==> src/rtl/img_framer_pkg.sv <==
// Shared types and elaboration-time helpers for the image record framer.
// Holds the framer state encoding, byte swap and pad-length derivation.
package img_framer_pkg;

    typedef enum logic [2:0] {
        Idle,
        Header,
        Pixels,
        Cksum0,
        Cksum1,
        Pad
    } frameState_t;

    function automatic logic [15:0] bswap16(input logic [15:0] w);
        return {w[7:0], w[15:8]};
    endfunction

    // Words needed to round header + pixels + checksum up to a block multiple.
    function automatic int padCountCalc(input int hdrCount, input int width,
                                        input int height, input int cksumEn,
                                        input int padMultiple);
        int total;
        int rem;
        total = hdrCount + width * height + 2 * cksumEn;
        rem   = total % padMultiple;
        return (rem == 0) ? 0 : padMultiple - rem;
    endfunction

    function automatic int clog2Min1(input int v);
        return (v <= 2) ? 1 : $clog2(v);
    endfunction

endpackage

==> src/rtl/fletcher32_accum.sv <==
// Fletcher-32 running sums over 16-bit words, both reduced modulo 65535.
// A sum landing exactly on 65535 folds to 0.
module fletcher32_accum (
    input  logic        clk,
    input  logic        rst,
    input  logic        clr,
    input  logic        en,
    input  logic [15:0] din,
    output logic [31:0] dout
);

    logic [15:0] s1Reg, s2Reg;
    logic [15:0] s1Next, s2Next;

    function automatic logic [15:0] addMod(input logic [15:0] a, input logic [15:0] b);
        logic [16:0] sum;
        sum = {1'b0, a} + {1'b0, b};
        if (sum >= 17'd65535) begin
            sum = sum - 17'd65535;
        end
        return sum[15:0];
    endfunction

    assign s1Next = addMod(s1Reg, din);
    assign s2Next = addMod(s2Reg, s1Next);

    always_ff @(posedge clk) begin
        if (rst || clr) begin
            s1Reg <= '0;
            s2Reg <= '0;
        end else if (en) begin
            s1Reg <= s1Next;
            s2Reg <= s2Next;
        end
    end

    assign dout = {s2Reg, s1Reg};

endmodule

==> src/rtl/img_stream_framer.sv <==
// Frames a pixel stream into header, pixels, Fletcher-32 checksum and zero pad.
// Header and pixel words pass through combinationally; only control state is registered.
module img_stream_framer
    import img_framer_pkg::*;
#(
    parameter int HeaderWordCount = 5,
    parameter int ImageWidth      = 2304,
    parameter int ImageHeight     = 1296,
    parameter int ChecksumEn      = 1,
    parameter int PadMultiple     = 256
) (
    input  logic clk,
    input  logic rst,
    input  logic start,
    output logic [$clog2((HeaderWordCount > 2) ? HeaderWordCount : 2)-1:0] hdr_idx,
    input  logic [15:0] hdr_word,
    input  logic        in_valid,
    output logic        in_ready,
    input  logic [15:0] in_data,
    output logic        out_valid,
    input  logic        out_ready,
    output logic [15:0] out_data,
    output logic        out_last,
    output logic        busy,
    output logic        done
);

    localparam int HdrIdxW  = $clog2((HeaderWordCount > 2) ? HeaderWordCount : 2);
    localparam int PixTotal = ImageWidth * ImageHeight;
    localparam int PixCntW  = $clog2(PixTotal + 1);
    localparam int PadTotal = padCountCalc(HeaderWordCount, ImageWidth, ImageHeight,
                                           (ChecksumEn != 0) ? 1 : 0, PadMultiple);
    localparam int PadCntW  = clog2Min1(PadMultiple);

    localparam frameState_t AfterCksum  = (PadTotal != 0) ? Pad : Idle;
    localparam frameState_t AfterPixels = (ChecksumEn != 0) ? Cksum0 : AfterCksum;
    localparam frameState_t AfterStart  = (HeaderWordCount > 0) ? Header : Pixels;

    frameState_t        stateReg, stateNext;
    logic [HdrIdxW-1:0] hdrIdxReg, hdrIdxNext;
    logic [PixCntW-1:0] pixCntReg, pixCntNext;
    logic [PadCntW-1:0] padCntReg, padCntNext;
    logic               busyReg, doneReg;

    logic        startAccept;
    logic        accumEn;
    logic        finalXfer;
    logic [31:0] cksum;

    assign startAccept = (stateReg == Idle) && start;
    assign finalXfer   = out_valid && out_ready && out_last;

    always_comb begin
        stateNext  = stateReg;
        hdrIdxNext = hdrIdxReg;
        pixCntNext = pixCntReg;
        padCntNext = padCntReg;
        out_valid  = 1'b0;
        in_ready   = 1'b0;
        out_data   = 16'h0000;
        out_last   = 1'b0;
        accumEn    = 1'b0;

        case (stateReg)
            Idle: begin
                hdrIdxNext = '0;
                if (start) begin
                    stateNext = AfterStart;
                end
            end
            Header: begin
                out_valid = 1'b1;
                out_data  = hdr_word;
                if (out_ready) begin
                    accumEn = 1'b1;
                    if (hdrIdxReg == HdrIdxW'(HeaderWordCount - 1)) begin
                        hdrIdxNext = '0;
                        stateNext  = Pixels;
                    end else begin
                        hdrIdxNext = hdrIdxReg + 1'b1;
                    end
                end
            end
            Pixels: begin
                out_valid = in_valid;
                in_ready  = out_ready;
                out_data  = in_data;
                out_last  = (pixCntReg == PixCntW'(PixTotal - 1)) &&
                            (ChecksumEn == 0) && (PadTotal == 0);
                if (in_valid && out_ready) begin
                    accumEn = 1'b1;
                    if (pixCntReg == PixCntW'(PixTotal - 1)) begin
                        pixCntNext = '0;
                        stateNext  = AfterPixels;
                    end else begin
                        pixCntNext = pixCntReg + 1'b1;
                    end
                end
            end
            Cksum0: begin
                out_valid = 1'b1;
                out_data  = {cksum[7:0], cksum[15:8]};
                if (out_ready) begin
                    stateNext = Cksum1;
                end
            end
            Cksum1: begin
                out_valid = 1'b1;
                out_data  = {cksum[23:16], cksum[31:24]};
                out_last  = (PadTotal == 0);
                if (out_ready) begin
                    stateNext = AfterCksum;
                end
            end
            Pad: begin
                out_valid = 1'b1;
                out_last  = (padCntReg == PadCntW'(PadTotal - 1));
                if (out_ready) begin
                    if (padCntReg == PadCntW'(PadTotal - 1)) begin
                        padCntNext = '0;
                        stateNext  = Idle;
                    end else begin
                        padCntNext = padCntReg + 1'b1;
                    end
                end
            end
            default: begin
                stateNext = Idle;
            end
        endcase
    end

    always_ff @(posedge clk) begin
        if (rst) begin
            stateReg  <= Idle;
            hdrIdxReg <= '0;
            pixCntReg <= '0;
            padCntReg <= '0;
            busyReg   <= 1'b0;
            doneReg   <= 1'b0;
        end else begin
            stateReg  <= stateNext;
            hdrIdxReg <= hdrIdxNext;
            pixCntReg <= pixCntNext;
            padCntReg <= padCntNext;
            doneReg   <= finalXfer;
            if (startAccept) begin
                busyReg <= 1'b1;
            end else if (finalXfer) begin
                busyReg <= 1'b0;
            end
        end
    end

    // The checksum is taken over little-endian values, hence the swap on entry.
    fletcher32_accum uAccum (
        .clk  (clk),
        .rst  (rst),
        .clr  (startAccept),
        .en   (accumEn),
        .din  (bswap16(out_data)),
        .dout (cksum)
    );

    assign hdr_idx = hdrIdxReg;
    assign busy    = busyReg;
    assign done    = doneReg;

endmodule

==> config.mk <==
export PLATFORM = sky130hd
export DESIGN_NAME = img_stream_framer
export DESIGN_NICKNAME = d
export VERILOG_FILES = /design/src/rtl/img_framer_pkg.sv /design/src/rtl/fletcher32_accum.sv /design/src/rtl/img_stream_framer.sv
export SDC_FILE = /design/constraint.sdc
export NUM_CORES = 1
export LEC_CHECK = 0
export ABC_AREA = 1
export CAP_MARGIN = 0
export CORE_UTILIZATION = 60
export DETAILED_ROUTE_END_ITERATION = 6
export GPL_TIMING_DRIVEN = 0
export HOLD_SLACK_MARGIN = 0.15
export PLACE_DENSITY = 0.89
export SYNTH_ARGS = -nofsm -noshare
export SYNTH_HDL_FRONTEND = slang
export SYNTH_HIERARCHICAL = 1
export SYNTH_SLANG_ARGS = --single-unit
export TNS_END_PERCENT = 100
==> constraint.sdc <==
create_clock -name clk -period 6.7 [get_ports clk]
set_input_delay 1.34 -clock clk [delete_from_list [all_inputs] [get_ports clk]]
set_output_delay 1.34 -clock clk [all_outputs]
set_load 0.02 [all_outputs]
==> results.toml, run 1 <==
[outcome]
outcome = "finished, final reports clean"

[synth]
synth.most_common_cell = "nand2_1"
yosys_warnings = 6
post_synth.cell_area_avg_sq_um = 5.68
synth_edf_count = 0
async_flop_share_pct = 0
synth_fp_nets = 1313
synth_common_cells = "nand2_1, inv_1, nor2_1, nand3_1, dfxtp_1"
netlist_instances = 1234
ys_seq_elements = 70
synth-seq-area-share_pct = 20.0
synth_top_area_share_pct = 23.2
synth-main-ff-cell = "dfxtp_1"
synth.largest_area_cell = "nand2_1"
synthTopCellsByArea = "nand2_1, dfxtp_1, inv_1"
syn_area_sq_um = 7010
yosysUniqueCellTypes = 41

[critical_path]
cpPeakStageDelay_ns = 0.57
r2r_slack_ns = 0.28
start_kind = "primary input"
setup.worst_path.end = "uAccum/s2Reg[11]"
worstPathMaxFanout = 10
critPathKind = "in2reg"
cp.required_ns = 6.99
ff2ff_path_depth = 37
rr_endpoint = "uAccum/s2Reg[11]"
crit_slowest_cell = "fa_2"
cp-startpoint = "hdr_word[8]"
crit_arrival_ns = 6.76
setup.worst_path.end_class = "flip-flop"
cp_common_cell = "nand2_1"
reg2reg_from = "stateReg[2]"

[clock_tree]
clock-sinks = 70
clkSlewWorstSetupHoldPaths_ns = 0.05
worstSkewPairLatency_ns = 0.34
tritoncts = "built"
cts_max_level = 3
cts_made_buffers = 9
cts_hold_buf = 0
cts-root-buf = "clkbuf_16"
clockBufferDepth = 2

[routing]
viasPerCell = 5.67
vias = 8291
route.detailed.drc = 0
firstDrtPassIters = 5
drt.antenna.violating_nets = 0
wl_per_cell_um = 15.0
drtIter0Drc = 837
routed_wirelength_mm = 22.0

[floorplan]
io_pins = 61
die_y_um = 110
core_sq_um = 11400
die-area_sq_um = 12100
initial_core_util_pct = 61.4
num_rows = 39
die_x_um = 110

[global_route]
grt_pass1_wl_mm = 34.1
antenna_found_initial = 0
grtUsageTotal_pct = 36.4
grt_pass1_vias = 7431
overflow = 0
grt_max_degree = 12

[pwr]
power_leakage_nw = 3.99
peakVddDrop_mv = 0.288
cellPowerDensity_nw_per_um2 = 436
totalPowerFinal_mw = 3.65

[cells_and_area]
num-fill-cells = 991
area_delta_synth_final_pct = 19.2
instances_no_fill = 1461
drive_above_1_share_pct = 9.48
fin_util_pct = 73.2
diodes = 0
ff_latch_area_sq_um = 1400
finalNetCount = 1393
multi_input_area_sq_um = 4970

[sta]
max_freq_ghz = 0.155
min_period_ns = 6.47
timing.final.crit_share_pct = 96.6
fin_skew_ns = 0.00575
hold_viol = 0
setup_viol = 0
worstMarginPinSlew_ns = 0.631
fin_setup_tns_ns = 0
relSlewSlack_pct = 57.8
maxSlewViolCount = 0

[flow_run]
drv_cap = 0

[placed_design]
io_buffers = 60
dp.cells = 1437
place.gp.congestion = 1.01
detailed_place_hpwl_mm = 16.7

[worst_hold_path]
hold_class = "reg2reg"
hold_path_depth = 1
-- report_power, final --
group	internal, mW	switching (mW)
Sequential	0.479	0.0664
Clock	0.335	0.181
Combinational	0.873	1.71
Total	1.69	1.96
-- cell families (layout without fill, tap and decap cells) --
logic type	Yosys count	count (layout)	synth area share, %
AND/OR/NAND/NOR	791	791	49.6
AO/OA/AOI/OAI	100	100	7.60
adder cells (fa/ha/maj)	42	42	7.71
XOR/XNOR	26	26	3.46
buffers and inverters	205	289	11.6
flip-flops	70	70	20.0
-- cells in the final DEF, fill, tap and decap left out, types with 5 or more instances in the layout --
master	n
xnor2_1	7
ha_2	7
ha_1	29
nand3_1	100
nand3b_1	6
inv_2	11
buf_6	5
nor2_1	133
nor2_4	13
clkbuf_1	13
buf_4	11
a21oi_1	58
dfxtp_1	70
inv_1	166
nand2_1	421
nand2_2	18
nor2_2	13
clkdlybuf4s50_1	60
xor2_1	17
o21ai_0	24
clkbuf_16	9
nand3_2	7
nand4_1	52
nor3_1	13
-- sequential cells by signal, summed over array words and instances (netlist names) --
signal        count
busy              1
done              1
hdr_idx           3
padCntReg         8
pixCntReg        22
stateReg          3
uAccum/s1Reg     16
uAccum/s2Reg     16
-- per-stage QoR --
step | worst slack, ns | area [sq um] | hold slack (ns)
floorplan | 0.641 | 7010 | 0.441
global placement | -0.372 | 7790 | 0.454
detailed placement | -0.449 | 7790 | 0.462
CTS | 0.0211 | 8130 | 0.475
global route | -0.0968 | 8360 | 0.507
finish | 0.229 | 8360 | 0.475
-- layout make-up --
cell class              instances  share of cell area (%)
clock buffers                  12                    2.95
inverters                     182                    8.26
well taps                     143                    2.14
multi-input cells             959                    59.4
flip-flops and latches         70                    16.8
plain buffers                  23                    1.65
repair buffers                 69                    7.99
clock inverters                 3                   0.823
-- routing by layer --
metal  routed length (um)  share of wire [%]  track usage [%]  vias up
met4                  863                3.9             16.4        0
met2                10000                 46             59.6      412
met5                    0                  0                0        -
met1                 8980                 41             45.6     3699
met3                 2120                9.7             8.35       86
li1                     -                  -                -     4094
-- worst max-delay path: cells and delay by family --
family        cells  cell delay (ns)
fa+ha+maj         4             1.35
xor+xnor          1             0.25
buf+inv           5             0.75
simple gates     25             3.04
-- worst min path at each step --
stage               slack [ns]    startpoint           end
finish                    0.47  pixCntReg[7]  pixCntReg[7]
global route              0.51  padCntReg[1]  padCntReg[1]
floorplan                 0.44  pixCntReg[7]  pixCntReg[7]
CTS                       0.47  pixCntReg[7]  pixCntReg[7]
global placement          0.45  pixCntReg[7]  pixCntReg[7]
detailed placement        0.46  pixCntReg[7]  pixCntReg[7]
-- repair_timing --
item / in CTS / in global routing
setup buffers: 1 / 8
resized for setup: 4 / 53
pin swaps: 1 / 10
endpoints found under the setup margin: 16 / 16
hold endpoints to repair: 0 / 0
(Power assumes the default switching activity.)
==> inputs of run 2 (changes only) <==
--- a/config.mk
+++ b/config.mk
@@ -5,9 +5,8 @@
 export SDC_FILE = /design/constraint.sdc
 export NUM_CORES = 1
 export LEC_CHECK = 0
-export ABC_AREA = 1
 export CAP_MARGIN = 0
-export CORE_UTILIZATION = 60
+export CORE_UTILIZATION = 59
 export DETAILED_ROUTE_END_ITERATION = 6
 export GPL_TIMING_DRIVEN = 0
 export HOLD_SLACK_MARGIN = 0.15
==> results.toml, run 2 <==
[synth]
async_flop_share_pct = 0
synth_fp_nets = 897
synth_xor_area_share_pct = 5.73
yosys_warnings = 6
synth_edf_count = 0
synth_top_family_by_area = "simple AND/OR/NAND/NOR gates"
synth_top_area_share_pct = 22.4
synth.largest_area_cell = "dfxtp_1"
netlist_instances = 818
yosysUniqueCellTypes = 88
synth_compound_area_share_pct = 27.3
synth-adder-area-share_pct = 8.66
post_synth.cell_area_avg_sq_um = 7.63
synth-main-ff-cell = "dfxtp_1"
synth-simple-area-share_pct = 27.6
muxShareOfSynthArea_pct = 4.07
synth.most_common_cell = "a21oi_1"
synth-seq-area-share_pct = 22.4
syn_area_sq_um = 6240
ys_seq_elements = 70
synthTopCellsByArea = "dfxtp_1, ha_1, a21oi_1"
synth_common_cells = "a21oi_1, dfxtp_1, o21ai_0, nand2_1, nor2_1"

[placed_design]
place_ws_ns = -1.50
detailed_place_hpwl_mm = 13.9
io_buffers = 60
place.gp.congestion = 0.982

[clock_tree]
cts-root-buf = "clkbuf_8"
clock-sinks = 70
clockBufferDepth = 2
cts_max_level = 3
cts_made_buffers = 9
cts_hold_buf = 0

[sta]
crit_endpoint = "uAccum/s2Reg[12]$_SDFFE_PP0P_/D"
worstEndpointType = "register input"

[outcome]
first-error = "[ERROR GRT-0232] Routing congestion too high. Check the congestion heatmap in the GUI."
lastStage = "global routing"
outcome = "did not finish"

[floorplan]
die_x_um = 105
die_y_um = 105
io_pins = 61
num_rows = 37
initial_core_util_pct = 60.7

[global_route]
overflow = 201
grtUsageTotal_pct = 84.3
grt_max_degree = 14
==> run 2: changes by cell type after synthesis, moves of 14 or more <==
cell	before	now
a21oi_1	61	83
inv_1	167	27
mux2i_1	0	22
nand2_1	433	66
nand3_1	104	36
nand4_1	52	21
nor2_1	140	63
o21ai_0	25	70
or2_2	0	14
or3_1	0	17
==> run 2: per-stage QoR <==
| step | setup TNS (ns) | utilization, % | instances | area (sq um) | hold WS [ns] |
|---|---|---|---|---|---|
| 2_1_floorplan | -1.17 | - | 818 | 6360 | 0.447 |
| 3_3_place_gp | -18.84 | 69.4 | 1014 | 7130 | 0.466 |
| 3_5_place_dp | -19.92 | 69.4 | 1014 | 7130 | 0.474 |
| 4_1_cts | -0.750 | 82.7 | 1116 | 8500 | 0.485 |
==> run 2: cells by family after synthesis <==
| family | after synthesis |
|---|---|
| mux | 25 |
| xor+xnor | 40 |
| flops | 70 |
| fa+ha+maj | 42 |
| compound gates | 262 |
| simple gates | 315 |
| buf+inv | 64 |
==> run 2: timing repair <==
item                                    4_1_cts
gates cloned                                  1
pin swaps                                    74
buffers inserted                             88
gates resized for setup                     127
endpoints found under the setup margin       16
==> run 2: layer usage <==
| layer | global-route usage [%] | GRT overflow |
|---|---|---|
| met1 | 81.9 | 5 |
| met2 | 100 | 122 |
| met3 | 69.1 | 1 |
| met4 | 93.8 | 73 |
| met5 | 25.2 | 0 |
==> inputs of run 3 (changes only) <==
--- a/config.mk
+++ b/config.mk
@@ -6,11 +6,10 @@
 export NUM_CORES = 1
 export LEC_CHECK = 0
 export CAP_MARGIN = 0
-export CORE_UTILIZATION = 59
+export CORE_UTILIZATION = 40
 export DETAILED_ROUTE_END_ITERATION = 6
 export GPL_TIMING_DRIVEN = 0
-export HOLD_SLACK_MARGIN = 0.15
-export PLACE_DENSITY = 0.89
+export PLACE_DENSITY_LB_ADDON = 0.15
 export SYNTH_ARGS = -nofsm -noshare
 export SYNTH_HDL_FRONTEND = slang
 export SYNTH_HIERARCHICAL = 1
==> results.toml, run 3 <==
[global_route]
grtUsageTotal_pct = 26.2
overflow = 0
antenna_found_initial = 0
grt_pass1_wl_mm = 33.5
grt_pass1_vias = 6525
grt_max_degree = 13

[critical_path]
setup.worst_path.end_class = "flip-flop"
crit_slowest_cell = "or4b_1"
critPathKind = "in2reg"
cp-startpoint = "in_data[10]"
cp.required_ns = 6.96
cpPeakStageDelay_ns = 0.47
worstPathMaxFanout = 6
reg2reg_from = "stateReg[0]"
start_kind = "primary input"
crit_chain = "clkdlybuf4s50_1 -> a21oi_1 -> o21ai_2 -> ha_4 -> a21oi_4 -> buf_4 -> o221a_4 -> o21ai_0 -> xor2_1 -> and4b_2 -> a41oi_4 -> nor3b_1 -> xor2_1 -> ha_1 -> nand4_2 -> a2111oi_4 -> buf_4 -> nor3_4 -> a31oi_4 -> xor2_2 -> or3b_4 -> o41ai_4 -> or4b_1 -> o211ai_1"
crit_arrival_ns = 7.47

[floorplan]
num_rows = 45
core_sq_um = 15200
die-area_sq_um = 16100
die_y_um = 127
initial_core_util_pct = 41.1
die_x_um = 127
io_pins = 61

[synth]
syn_area_sq_um = 6240
synth-main-ff-cell = "dfxtp_1"
netlist_instances = 818
synth.largest_area_cell = "dfxtp_1"
yosys_warnings = 6
synth_edf_count = 0
synthTopCellsByArea = "dfxtp_1, ha_1, a21oi_1"
synth_top_area_share_pct = 22.4
ys_seq_elements = 70
synth_fp_nets = 897
async_flop_share_pct = 0
synth_common_cells = "a21oi_1, dfxtp_1, o21ai_0, nand2_1, nor2_1"
post_synth.cell_area_avg_sq_um = 7.63
synth-seq-area-share_pct = 22.4
yosysUniqueCellTypes = 88
synth.most_common_cell = "a21oi_1"

[cells_and_area]
largest_reg_flops = 22
area_delta_synth_final_pct = 43.1
drive_above_1_share_pct = 28.1
largestRegisters = "pixCntReg x22, uAccum/s1Reg x16, uAccum/s2Reg x16"
finalInstanceArea_sq_um = 8930
final_common_cell = "buf_4"
finalNetCount = 1043
diodes = 0
largest-register = "pixCntReg"
num-fill-cells = 1374
final_cell_mix = "buf_4, dfxtp_1, nand2_1"

[sta]
max_freq_ghz = 0.139
fin_skew_ns = 0.00892
worstMarginPinSlew_ns = 0.824
hold_viol = 0
maxSlewViolCount = 0
min_period_ns = 7.21
timing.final.crit_share_pct = 108
relSlewSlack_pct = 45.1
setup_slack_ns = -0.510
rsz0062_at_grt = "yes"
setup_viol = 16

[placed_design]
detailed_place_hpwl_mm = 15.2
io_buffers = 60
postPlaceCellArea_sq_um = 7190
place.gp.congestion = 0.867

[pwr]
peakVddDrop_mv = 0.153
totalPowerFinal_mw = 2.12
power_leakage_nw = 3.50
cellPowerDensity_nw_per_um2 = 238

[flow_run]
drv_cap = 0

[routing]
viasPerCell = 5.96
routed_wirelength_mm = 21.6
firstDrtPassIters = 5
vias = 6888
wl_per_cell_um = 18.7
drtIter0Drc = 512
drt.antenna.violating_nets = 0
route.detailed.drc = 0

[worst_hold_path]
min_from = "busy"
hold_class = "reg2reg"

[clock_tree]
cts_max_level = 3
clkSlewWorstSetupHoldPaths_ns = 0.06
worstSkewPairLatency_ns = 0.34
tritoncts = "built"
clockBufferDepth = 2
cts_made_buffers = 9
cts-root-buf = "clkbuf_16"
clock-sinks = 70

[outcome]
violations = "negative setup slack"
outcome = "finished with violations"
run 3: cell counts after synthesis:
No cell type changed its count.
run 3: area by class of cell:
cell class | instances | area [sq um] | area share (%)
Sequential cell | 70 | 1400 | 15.7
Multi-Input combinational cell | 684 | 5500 | 61.6
Buffer | 32 | 178 | 1.99
Clock buffer | 10 | 239 | 2.68
Timing Repair Buffer | 139 | 1210 | 13.6
Clock inverter | 5 | 58.8 | 0.658
Tap cell | 188 | 235 | 2.63
Inverter | 28 | 109 | 1.22
run 3: logic make-up after synthesis:
family / count (synthesis) / synth area share [%]
compound gates: 262 / 27.3
fa+ha+maj: 42 / 8.66
xor+xnor: 40 / 5.73
flops: 70 / 22.4
simple gates: 315 / 27.6
buf+inv: 64 / 4.25
mux: 25 / 4.07
run 3: final timing paths:
path | endpoint | slack, ns | cells after the start
setup / recovery | uAccum/s2Reg[14] | -0.51 | 24
hold / removal | busy | 0.47 | 2
setup reg to reg | uAccum/s2Reg[14] | -0.42 | 27
hold reg to reg | busy | 0.47 | 2
run 3: routing by layer:
layer	global-route usage, %	share of wire (%)	wire (um)
met2	45.3	49	10600
met4	7.84	2.9	629
met3	4.56	4.3	936
met5	0	0	0
met1	33.1	44	9450
run 3: timing repair:
action / CTS / global route
setup buffers: 49 / 29
resized for setup: 122 / 64
hold buffers: 0 / 0
cloned: 1 / 1
endpoints found under the setup margin: 16 / 16
pin swaps: 59 / 48
run 3: critical path: cells and delay by family:
kind	cells	cell delay, ns
compound gates	10	2.07
xor+xnor	3	0.86
fa+ha+maj	2	0.63
buf+inv	3	0.76
simple gates	6	1.80
run 3: metrics by stage:
step	setup slack, ns	std cells	setup TNS [ns]	util, %	hold WS, ns
CTS	-0.254	1127	-2.20	55.0	0.475
global placement	-1.69	1066	-22.63	47.3	0.471
detailed placement	-1.67	1066	-22.27	47.3	0.467
finish	-0.510	1156	-5.92	58.8	0.472
floorplan	-0.395	818	-1.17	-	0.447
global route	-0.730	1156	-9.33	58.8	0.506
run 3: power breakdown:
part	switching (mW)	total [mW]	internal [mW]
combinational	0.648	1.16	0.514
sequential	0.0323	0.473	0.441
clock	0.190	0.487	0.297
total	0.871	2.12	1.25
==> inputs of run 4 (changes only) <==
==> constraint.sdc (replaced) <==
create_clock -name clk -period 8.62 [get_ports clk]
set_input_delay 1.724 -clock clk [delete_from_list [all_inputs] [get_ports clk]]
set_output_delay 1.724 -clock clk [all_outputs]
set_load 0.02 [all_outputs]
==> results.toml, run 4 (synthesis results as in run 3) <==
[outcome]
outcome = "finished, final reports clean"

[clock_tree]
clockBufferDepth = 2
cts_max_level = 3
cts-root-buf = "clkbuf_16"
cts_made_buffers = 9
tritoncts = "built"
worstSkewPairLatency_ns = 0.35
clock-sinks = 70
cts_hold_buf = 0
clkSlewWorstSetupHoldPaths_ns = 0.06

[sta]
timing.final.crit_share_pct = 96.9
setup_viol = 0
setup_slack_ns = 0.264
relSlewSlack_pct = 44.4
worstMarginPinSlew_ns = 0.831
fin_skew_ns = 0.00921
max_freq_ghz = 0.120
hold_viol = 0
min_period_ns = 8.36
maxSlewViolCount = 0

[critical_path]
cpPeakStageDelay_ns = 0.47
cp.required_ns = 8.88
critPathBufInv = 3
setup.worst_path.end_class = "flip-flop"
crit_slowest_cell = "or4b_1"
start_kind = "primary input"
r2r_slack_ns = 0.64
worstPathMaxFanout = 10
crit_arrival_ns = 8.62
critPathKind = "in2reg"
crit_family = "compound AO/OA/AOI/OAI gates"

[placed_design]
place.gp.congestion = 0.841
place_ws_ns = -0.571
io_buffers = 60
postPlaceCellArea_sq_um = 7080
dp.cells = 1066
detailed_place_hpwl_mm = 14.7

[cells_and_area]
largestRegisters = "pixCntReg x22, uAccum/s1Reg x16, uAccum/s2Reg x16"
final_cell_mix = "a21oi_1, dfxtp_1, o21ai_0"
finalNetCount = 975
instances_no_fill = 1089
diodes = 0
num-fill-cells = 1488
largest_reg_flops = 22
final_common_cell = "a21oi_1"
finalInstanceArea_sq_um = 7560
largest-register = "pixCntReg"
drive_above_1_share_pct = 10.3
area_delta_synth_final_pct = 21.2

[floorplan]
die_y_um = 127
io_pins = 61
num_rows = 45
die_x_um = 127
initial_core_util_pct = 41.1
core_sq_um = 15200
die-area_sq_um = 16100

[routing]
viasPerCell = 5.92
drt.antenna.violating_nets = 0
drtIter0Drc = 481
vias = 6448
route.detailed.drc = 0
firstDrtPassIters = 5
routed_wirelength_mm = 19.0
wl_per_cell_um = 17.5

[pwr]
cellPowerDensity_nw_per_um2 = 183
power_leakage_nw = 2.90
peakVddDrop_mv = 0.171
totalPowerFinal_mw = 1.39

[global_route]
grt_use_met3_pct = 3.08
grt_use_met2_pct = 39.5
grtUsageTotal_pct = 23.7
use_met1_pct = 31.9
grt_pass1_wl_mm = 30.4
top_usage_layer = "met2"
grt_pass1_vias = 5850
overflow = 0
antenna_found_initial = 0
grt_max_degree = 16

[worst_hold_path]
hold_class = "reg2reg"

[flow_run]
drv_cap = 0
-- run 4: cell count changes in the layout (fill, tap and decap cells not counted), sizes merged, moves of 2 or more --
cell,before,now
dlygate4sd2,5,0
clkdlybuf4s50,51,60
clkbuf,33,35
inv,28,31
buf,90,17
dlymetal6s2s,2,0
-- run 4: per-stage QoR --
step                setup TNS (ns)  hold WS, ns  util (%)
detailed placement           -5.51        0.482      46.6
global route                -0.157        0.515      49.8
floorplan                        0        0.447         -
CTS                              0        0.492      48.8
finish                           0        0.488      49.8
global placement             -4.38        0.471      46.6
-- run 4: area by class of cell --
cell class	count	area (sq um)	area share [%]
Clock buffer	9	225	2.98
Buffer	36	168	2.22
Inverter	28	105	1.39
Multi-Input combinational cell	684	4710	62.3
Tap cell	188	235	3.11
Timing Repair Buffer	67	653	8.64
Clock inverter	7	61.3	0.811
Sequential cell	70	1400	18.5
-- run 4: final timing paths --
check,from,endpoint,cells after the start
max reg2reg,stateReg[0],uAccum/s2Reg[14],27
max,in_data[8],uAccum/s2Reg[14],27
min,busy,busy,2
min reg2reg,busy,busy,2
-- run 4: metal layers --
| layer | up-vias | part of all wire, % |
|---|---|---|
| li1 | 3228 | - |
| met1 | 3003 | 47 |
| met2 | 183 | 46 |
| met3 | 34 | 4.6 |
| met4 | 0 | 2.5 |
| met5 | - | 0 |
-- run 4: report_power, final --
group	switching [mW]	internal [mW]
sequential	0.0203	0.342
clock	0.159	0.200
combinational	0.414	0.250
-- run 4: tightest hold or removal path, cell delays in order, from the launching register on --
cell and delay, ns:
dfxtp_1 0.31, o21ai_0 0.07, a21oi_1 0.06
-- run 4: repair_timing --
action / in CTS / in global routing
endpoints found under the setup margin: 10 / 15
gates resized for setup: 7 / 23
pin swaps: 1 / 8
endpoints found under the hold margin: 0 / 0
setup buffers: 1 / 6
